`src/rtl/npu_pkg.sv`:
```
// Shared NPU definitions: window geometry and the MAC sequencer state encoding.
package npu_pkg;
  localparam int LANES  = 9;
  localparam int BYTE_W = 8;
  localparam int WIN_W  = LANES * BYTE_W;

  typedef enum logic [1:0] {IDLE, ISSUE, DRAIN, OUT} state_e;
endpackage

```
`src/rtl/mac_token_pipe.sv`:
```
// Valid-token shift register that tracks operands travelling through the
// fixed-latency PPG/Wallace datapath. tok_out marks the cycle tree_sum is valid.
module mac_token_pipe #(
  parameter int DEPTH = 2
) (
  input  logic clk,
  input  logic clr,
  input  logic tok_in,
  output logic tok_out
);
  logic [DEPTH-1:0] vld_pipe;

  // Shift one token per cycle; synchronous clear drops anything in flight.
  always_ff @(posedge clk) begin
    if (clr) begin
      vld_pipe <= '0;
    end else begin
      vld_pipe[0] <= tok_in;
      for (int i = 1; i < DEPTH; i++) vld_pipe[i] <= vld_pipe[i-1];
    end
  end

  assign tok_out = vld_pipe[DEPTH-1];
endmodule

```
`src/rtl/conv_mac_sequencer.sv`:
```
// Sequences one 3x3 conv output pixel: issues NUM_CH windows to the external
// 9-lane Booth/Wallace datapath, accumulates the returned sums, and hands the
// pixel result downstream over valid/ready.
// Build option: define CONV_MAC_RELU_EN to rectify out_data (negatives -> 0).
module conv_mac_sequencer
  import npu_pkg::*;
#(
  parameter int TREE_LAT = 2,
  parameter int SUM_W    = 20,
  parameter int ACC_W    = 32,
  parameter int CH_W     = 8
) (
  input  logic             clk,
  input  logic             reset_n,
  input  logic [CH_W-1:0]  cfg_num_ch,
  input  logic             in_valid,
  output logic             in_ready,
  input  logic [WIN_W-1:0] in_md,
  input  logic [WIN_W-1:0] in_mr,
  output logic [WIN_W-1:0] mul_md,
  output logic [WIN_W-1:0] mul_mr,
  output logic             mul_issue,
  input  logic [SUM_W-1:0] tree_sum,
  output logic             out_valid,
  input  logic             out_ready,
  output logic [ACC_W-1:0] out_data,
  output logic             busy
);
  state_e            state;
  logic [CH_W-1:0]   num_ch, issued, returned;
  logic [CH_W-1:0]   issued_nx, cfg_n;
  logic [ACC_W-1:0]  acc, sum_ext;
  logic              accept, tok_out, pix_done;

  assign accept    = in_valid && in_ready;
  assign pix_done  = (state == OUT) && out_ready;
  assign issued_nx = issued + 1'b1;
  assign cfg_n     = (cfg_num_ch == '0) ? CH_W'(1) : cfg_num_ch;
  assign sum_ext   = {{(ACC_W-SUM_W){tree_sum[SUM_W-1]}}, tree_sum};

  // Operand register toward the datapath; mul_issue pulses the cycle after accept.
  always_ff @(posedge clk) begin
    if (!reset_n) begin
      mul_md    <= '0;
      mul_mr    <= '0;
      mul_issue <= 1'b0;
    end else begin
      mul_issue <= accept;
      if (accept) begin
        mul_md <= in_md;
        mul_mr <= in_mr;
      end
    end
  end

  mac_token_pipe #(.DEPTH(TREE_LAT)) u_tok (
    .clk     (clk),
    .clr     (!reset_n),
    .tok_in  (mul_issue),
    .tok_out (tok_out)
  );

  // Accumulate returned sums; the first return of a pixel loads so no explicit acc clear is needed.
  always_ff @(posedge clk) begin
    if (!reset_n) begin
      acc      <= '0;
      returned <= '0;
    end else if (pix_done) begin
      returned <= '0;
    end else if (tok_out) begin
      acc      <= (returned == '0) ? sum_ext : acc + sum_ext;
      returned <= returned + 1'b1;
    end
  end

  // Pixel FSM with registered handshake/status outputs.
  always_ff @(posedge clk) begin
    if (!reset_n) begin
      state     <= IDLE;
      in_ready  <= 1'b0;
      out_valid <= 1'b0;
      out_data  <= '0;
      busy      <= 1'b0;
      num_ch    <= '0;
      issued    <= '0;
    end else begin
      case (state)
        IDLE: begin
          in_ready <= 1'b1;
          busy     <= 1'b0;
          if (accept) begin
            num_ch <= cfg_n;
            issued <= CH_W'(1);
            busy   <= 1'b1;
            if (cfg_n == CH_W'(1)) begin
              state    <= DRAIN;
              in_ready <= 1'b0;
            end else begin
              state <= ISSUE;
            end
          end
        end
        ISSUE: begin
          if (accept) begin
            issued <= issued_nx;
            if (issued_nx == num_ch) begin
              state    <= DRAIN;
              in_ready <= 1'b0;
            end
          end
        end
        DRAIN: begin
          // returned is already updated with the final token when this fires.
          if (returned == num_ch) begin
            state     <= OUT;
            out_valid <= 1'b1;
`ifdef CONV_MAC_RELU_EN
            out_data  <= acc[ACC_W-1] ? '0 : acc;
`else
            out_data  <= acc;
`endif
          end
        end
        OUT: begin
          if (out_ready) begin
            state     <= IDLE;
            out_valid <= 1'b0;
            in_ready  <= 1'b1;
            busy      <= 1'b0;
            issued    <= '0;
          end
        end
        default: state <= IDLE;
      endcase
    end
  end
endmodule

```
`config.mk`:
```
export PLATFORM = sky130hd
export DESIGN_NAME = conv_mac_sequencer
export DESIGN_NICKNAME = d
export VERILOG_FILES = /design/src/rtl/npu_pkg.sv /design/src/rtl/mac_token_pipe.sv /design/src/rtl/conv_mac_sequencer.sv
export SDC_FILE = /design/constraint.sdc
export NUM_CORES = 1
export LEC_CHECK = 0
export CORE_ASPECT_RATIO = 2
export CORE_MARGIN = 1
export CORE_UTILIZATION = 50
export CTS_BUF_LIST = sky130_fd_sc_hd__clkbuf_16
export DETAILED_ROUTE_END_ITERATION = 8
export GPL_TIMING_DRIVEN = 0
export PLACE_DENSITY_LB_ADDON = 0.3
export RECOVER_POWER = 50
export SYNTH_ARGS = -nofsm -noshare
export SYNTH_HDL_FRONTEND = slang
export SYNTH_SLANG_ARGS = --single-unit
```
`constraint.sdc`:
```
create_clock -name clk -period 9.1 [get_ports clk]
set_input_delay 1.82 -clock clk [delete_from_list [all_inputs] [get_ports clk]]
set_output_delay 1.82 -clock clk [all_outputs]
set_load 0.05 [all_outputs]
```
==> run_results.csv, run 1 <==
group,metric,value,unit
floorplanning,die_x,105,um
worst_setup_path,worstPathMaxFanout,20,
cells_and_area,final_util,0.732,
worst_setup_path,end_kind,"flip-flop",
drt,wl,35100,um
synthesis,synth_flop_cell,"dfxtp_1",
worst_setup_path,critPathKind,"primary input to flip-flop",
grt,overflow,0,
placed_design,dp_cells,1949,
drt,vias,10800,
clock_network,htree_levels,1,
timing,timing.setup.tns,0,ns
cells_and_area,fin_nets,1919,
synthesis,synth-edff-count,0,
placed_design,dp_hpwl,27100,um
timing,clock.fmax,0.201,GHz
synthesis,yosys_warnings,0,
timing,finalClockSkew,0.00721,ns
synthesis,synthesis.area,10600,um^2
drt,firstDrtPassIters,6,
placed_design,port_buffers,355,
worst_setup_path,cp.required,9.56,ns
clock_network,path_clk_slew,0.07,ns
drt,ant_nets,0,
grt,grt_pass1_vias,10700,
pwr,power.density,214,nW/um^2
drt,drtIter0Drc,482,
synthesis,ys_ff_latch,240,
grt,grt_usage,0.315,
synthesis,yosysMostFrequentCell,"nand2_1",
clock_network,clk_latency,0.52,ns
timing,worst_slew_pin_slew,0.869,ns
clock_network,numClockSinks,240,
timing,rsz0062_at_grt,"no",
floorplanning,coreArea,20800,um^2
clock_network,cts_tree,"built",
floorplanning,io_pins,356,
synthesis,yosysTopAreaCell,"dfxtp_1",
clock_network,post_cts_resized,0,
run,cap_violations,0,
cells_and_area,fin_cells,1991,
synthesis,synthMuxAreaShare,0.0340,
pwr,leakage,5.94,nW
clock_network,cts_buffers,22,
clock_network,postCtsSetupRepairBufs,0,
synthesis,syn_area_per_cell,8.00,um^2
clock_network,hold_buffers,0,
synthesis,synthesis.nets,1540,
drt,drcViolationCount,0,
worst_setup_path,regToRegSetupSlack,5.77,ns
worst_setup_path,critPathSlowestCell,"clkdlybuf4s50_1",
worst_setup_path,crit_family,"simple AND/OR/NAND/NOR gates",
drt,wl_per_cell,17.6,um
synthesis,async_reset_ff_frac,0,
timing,fin_crit_sh,0.547,
timing,maxSlewHeadroom,0.419,
drt,avgViaCountPerCell,5.43,
floorplanning,die_h,208,um
status,status,"finished clean",
grt,grt_max_degree,21,
synthesis,ys_types,66,
synthesis,synthAdderAreaFrac,0.0467,
timing,finalWorstSetupSlack,4.12,ns
synthesis,synthTopCellsByArea,"dfxtp_1 45%, nand2_1 13%, a21oi_1 10%",
timing,finalHoldViolations,0,
synthesis,synth-simple-area-share,0.205,
grt,grt_pass1_wl,54500,um
synthesis,yosys.area_share.xor_xnor,0.0421,
worst_setup_path,critPathBufInv,1,
floorplanning,start_util,0.509,
floorplanning,rows,75,
cells_and_area,area_growth,43.8,%
synthesis,synth-compound-area-share,0.182,
worst_setup_path,cp.arrival,5.44,ns
worst_setup_path,critPathMaxStageDelay,0.86,ns
cells_and_area,drive_gt1_frac,0.0360,
placed_design,dp_slack,3.70,ns
clock_network,clock_path_buffers,3,
worst_setup_path,start_kind,"primary input",
synthesis,ys_seq_area_frac,0.453,
worst_hold_path,min_path_type,"flip-flop to flip-flop",
floorplanning,dieArea,21800,um^2
synthesis,syn_inst,1325,
timing,final.min_clock_period,4.98,ns
grt,antenna_found_initial,4,
timing,drv_slew,0,
synthesis,synth_common_cells,"369 x nand2_1, 240 x dfxtp_1, 212 x a21oi_1",
pwr,vdd_drop_max,166,uV
clock_network,cts_root_buffer,"clkbuf_16",
worst_setup_path,cp_cell_sequence,"clkdlybuf4s50_1 -> ha_1 -> nand2_2 -> nor4_4 -> nand4_1 -> a21o_1 -> a21oi_2 -> nor2_1 -> or4_4 -> a311oi_2 -> o31a_1",
placed_design,gp_congestion,0.977,
timing,setup_viol,0,
synthesis,synth_top_family_by_area,"simple AND/OR/NAND/NOR gates",
synthesis,synth_top_area_frac,0.453,
[cell type report]
type                       instances  area [um^2]
fill                            1664         5590
clock inverter                    17          173
tap                              269          337
clock buffer                      23          576
timing repair buffer             355         3550
sequential                       240         4800
inverter                          16         62.6
multi-input combinational        989         5410
antenna                            2         5.00
buffer                            80          324
[metrics by stage]
step	hold slack [ns]	power (W)	instance area [um^2]
6_report	0.453	0.00327	15200
5_1_grt	0.467	0.00341	15200
4_1_cts	0.456	0.00328	15200
3_5_place_dp	0.443	0.00232	14500
3_3_place_gp	0.421	0.00230	14500
2_1_floorplan	0.412	0.00193	10600
[placed cells by master (no fill, tap or decap), types with 6 or more instances in the layout]
master / synthesis / layout
o211ai_1: 6 / 6
a31oi_1: 7 / 7
mux2i_1: 36 / 36
clkbuf_1: 68 / 71
clkdlybuf4s50_1: 0 / 341
nor2_1: 100 / 100
clkbuf_16: 0 / 23
xnor2_1: 27 / 27
nor3_1: 8 / 8
nor4_1: 6 / 6
nand2_1: 369 / 369
ha_1: 38 / 38
nand3_1: 17 / 17
dlygate4sd3_1: 0 / 14
nand4_1: 9 / 9
a21o_1: 17 / 17
xor2_1: 24 / 24
a311oi_1: 14 / 14
o21ai_0: 25 / 25
inv_1: 14 / 15
dfxtp_1: 240 / 240
a21oi_1: 212 / 212
[routing by layer]
| layer | vias up | track usage | wire [um] | share of wire |
|---|---|---|---|---|
| met3 | 116 | 0.0508 | 2070 | 0.059 |
| met2 | 426 | 0.623 | 19300 | 0.55 |
| met5 | - | 0 | 23 | 0.00065 |
| met4 | 4 | 0.171 | 1820 | 0.052 |
| li1 | 5251 | - | - | - |
| met1 | 5005 | 0.301 | 11900 | 0.34 |
[worst paths after layout]
kind	start	to	cells after the start
max	tree_sum[19]	acc[31]	11
min	mul_md[40]	mul_md[40]	2
max reg2reg	acc[0]	acc[26]	11
min reg2reg	mul_md[40]	mul_md[40]	2
[sequential cells by signal, indices dropped and copies added, names as in the netlist]
| name | count |
|---|---|
| out_data | 32 |
| mul_mr | 72 |
| in_ready | 1 |
| busy | 1 |
| state | 2 |
| u_tok.vld_pipe | 2 |
| mul_md | 72 |
| returned | 8 |
| out_valid | 1 |
| num_ch | 8 |
| mul_issue | 1 |
| issued | 8 |
| acc | 32 |
[cells by family (layout without fill, tap and decap cells)]
| family | after synthesis | in the layout |
|---|---|---|
| simple gates | 535 | 535 |
| flops | 240 | 240 |
| compound gates | 328 | 328 |
| xor+xnor | 51 | 51 |
| other cells | 0 | 2 |
| mux | 36 | 36 |
| fa+ha+maj | 39 | 39 |
| buf+inv | 96 | 491 |
[worst reg2reg max path, stage by stage, from the launching register on]
cell and delay (ns):
dfxtp_1 0.33, ha_1 0.22, fa_1 0.41, a21oi_1 0.22, o22ai_1 0.15, o31ai_1 0.53, o211ai_1 0.25, a21oi_1 0.37
o21ai_1 0.12, a21oi_1 0.26, nor4_1 0.09, a211o_1 0.28
[power by group]
part	internal, W	switching, W	total, W	leakage (nW)
sequential	0.00115	0.0000680	0.00122	1.95
clock	0.000548	0.000419	0.000967	0.355
combinational	0.000376	0.000703	0.00108	3.64
Power figures use the tool's default switching activity.
==> inputs of run 2 (changes only) <==
Settings changed: CORE_UTILIZATION 50 to 46.
Clock period 9.1 ns to 4.7 ns, I/O delays scaled along.
==> run_results.csv, run 2 (synthesis gave the netlist of run 1 again) <==
group,metric,value,unit
drt,ant_nets,0,
clock_network,cts_root_buffer,"clkbuf_16",
clock_network,numClockSinks,240,
timing,finalHoldViolations,0,
placed_design,port_buffers,355,
pwr,power.total,0.00627,W
timing,finalClockSkew,0.00787,ns
timing,rsz0062_at_grt,"no",
clock_network,post_cts_resized,0,
drt,wl,35200,um
floorplanning,start_util,0.468,
drt,firstDrtPassIters,5,
timing,clock.fmax,0.241,GHz
clock_network,postCtsSetupRepairBufs,0,
drt,drcViolationCount,0,
timing,timing.hold.ws,0.447,ns
worst_setup_path,cp.arrival,4.61,ns
grt,grt_pass1_wl,53800,um
worst_setup_path,regToRegSetupSlack,1.27,ns
placed_design,gp_congestion,0.939,
worst_hold_path,min_path_type,"flip-flop to flip-flop",
grt,grt_pass1_vias,10600,
timing,fin_crit_sh,0.883,
clock_network,htree_levels,1,
placed_design,dp_hpwl,27400,um
pwr,power.density,412,nW/um^2
cells_and_area,area_growth,43.7,%
worst_setup_path,end_kind,"flip-flop",
timing,drv_slew,0,
floorplanning,coreArea,22600,um^2
drt,wl_per_cell,17.6,um
floorplanning,die_h,217,um
grt,grt_usage,0.291,
worst_setup_path,worstPathMaxFanout,20,
clock_network,cts_buffers,22,
clock_network,cts_tree,"built",
timing,setup_viol,0,
cells_and_area,layout_commonest_cell,"nand2_1",
placed_design,placed_area,14500,um^2
drt,avgViaCountPerCell,5.35,
grt,grt_max_degree,21,
clock_network,clock_path_buffers,3,
run,cap_violations,0,
pwr,vdd_drop_max,333,uV
worst_setup_path,critPathKind,"primary input to flip-flop",
worst_setup_path,start_kind,"primary input",
clock_network,hold_buffers,0,
floorplanning,die_x,109,um
timing,final.min_clock_period,4.15,ns
status,status,"finished clean",
timing,worst_slew_pin_slew,0.865,ns
cells_and_area,final_area,15200,um^2
timing,timing.setup.tns,0,ns
clock_network,clk_latency,0.51,ns
worst_setup_path,cp.required,5.16,ns
grt,overflow,0,
floorplanning,io_pins,356,
clock_network,path_clk_slew,0.06,ns
grt,antenna_found_initial,1,
cells_and_area,reg.largest.list,"mul_md (72), mul_mr (72)",
cells_and_area,fin_nets,1919,
cells_and_area,drive_gt1_frac,0.0320,
floorplanning,dieArea,23700,um^2
drt,drtIter0Drc,465,
cells_and_area,num-fill-cells,1897,
timing,maxSlewHeadroom,0.421,
cells_and_area,final_cell_mix,"369 x nand2_1, 329 x clkdlybuf4s50_1, 240 x dfxtp_1",
floorplanning,rows,78,
pwr,leakage,5.99,nW
drt,vias,10700,
run 2: cell count changes in the layout (fill, tap and decap cells not counted), moves of 3 or more:
cell             previous run  this run
clkinvlp_4                  5         2
clkdlybuf4s50_1           341       329
dlygate4sd3_1              14        26
inv_1                      15        19
clkinv_1                    3         6
clkinv_2                    5         2
run 2: area by class of cell:
| cell class | instances | area [um^2] | area share |
|---|---|---|---|
| Timing Repair Buffer | 355 | 3550 | 0.233 |
| Inverter | 16 | 62.6 | 0.00411 |
| Tap cell | 280 | 350 | 0.0230 |
| Clock buffer | 23 | 576 | 0.0378 |
| Clock inverter | 17 | 153 | 0.0100 |
| Sequential cell | 240 | 4800 | 0.315 |
| Antenna cell | 1 | 2.50 | 0.000164 |
| Buffer | 80 | 324 | 0.0213 |
| Multi-Input combinational cell | 989 | 5410 | 0.355 |
run 2: report_power, final:
group / switching, W / leakage, nW / internal (W)
combinational: 0.00136 / 3.68 / 0.000725
sequential: 0.000127 / 1.95 / 0.00223
clock: 0.000786 / 0.365 / 0.00105
total: 0.00227 / 5.99 / 0.00401
run 2: metrics by stage:
step / instances / setup slack, ns / util
floorplan: 1325 / 1.40 / -
global placement: 1960 / 0.124 / 0.641
detailed placement: 1960 / 0.0958 / 0.641
CTS: 2000 / 0.638 / 0.673
global route: 2001 / 0.402 / 0.673
finish: 2001 / 0.550 / 0.673
run 2: per-layer routing:
layer,global-route usage,share of wire,wire length [um]
met4,0.189,0.062,2190
met5,0,0,0
met2,0.549,0.54,18900
met1,0.272,0.34,11800
met3,0.0608,0.067,2360
run 2: final timing paths:
kind,end,from,depth (start not counted)
worst max register to register,acc[26],acc[0],11
worst min register to register,u_tok.vld_pipe[1],u_tok.vld_pipe[0],1
worst min-delay path,u_tok.vld_pipe[1],u_tok.vld_pipe[0],1
worst max-delay path,acc[31],tree_sum[19],11
run 2: critical path: stages:
cell             delay, ns
clkdlybuf4s50_1       0.86
ha_1                  0.70
nand2_2               0.14
nor4_4                0.41
nand4_1               0.14
a21o_1                0.24
a21oi_2               0.17
nor2_1                0.10
or4_4                 0.49
a311oi_2              0.26
o31a_1                0.14
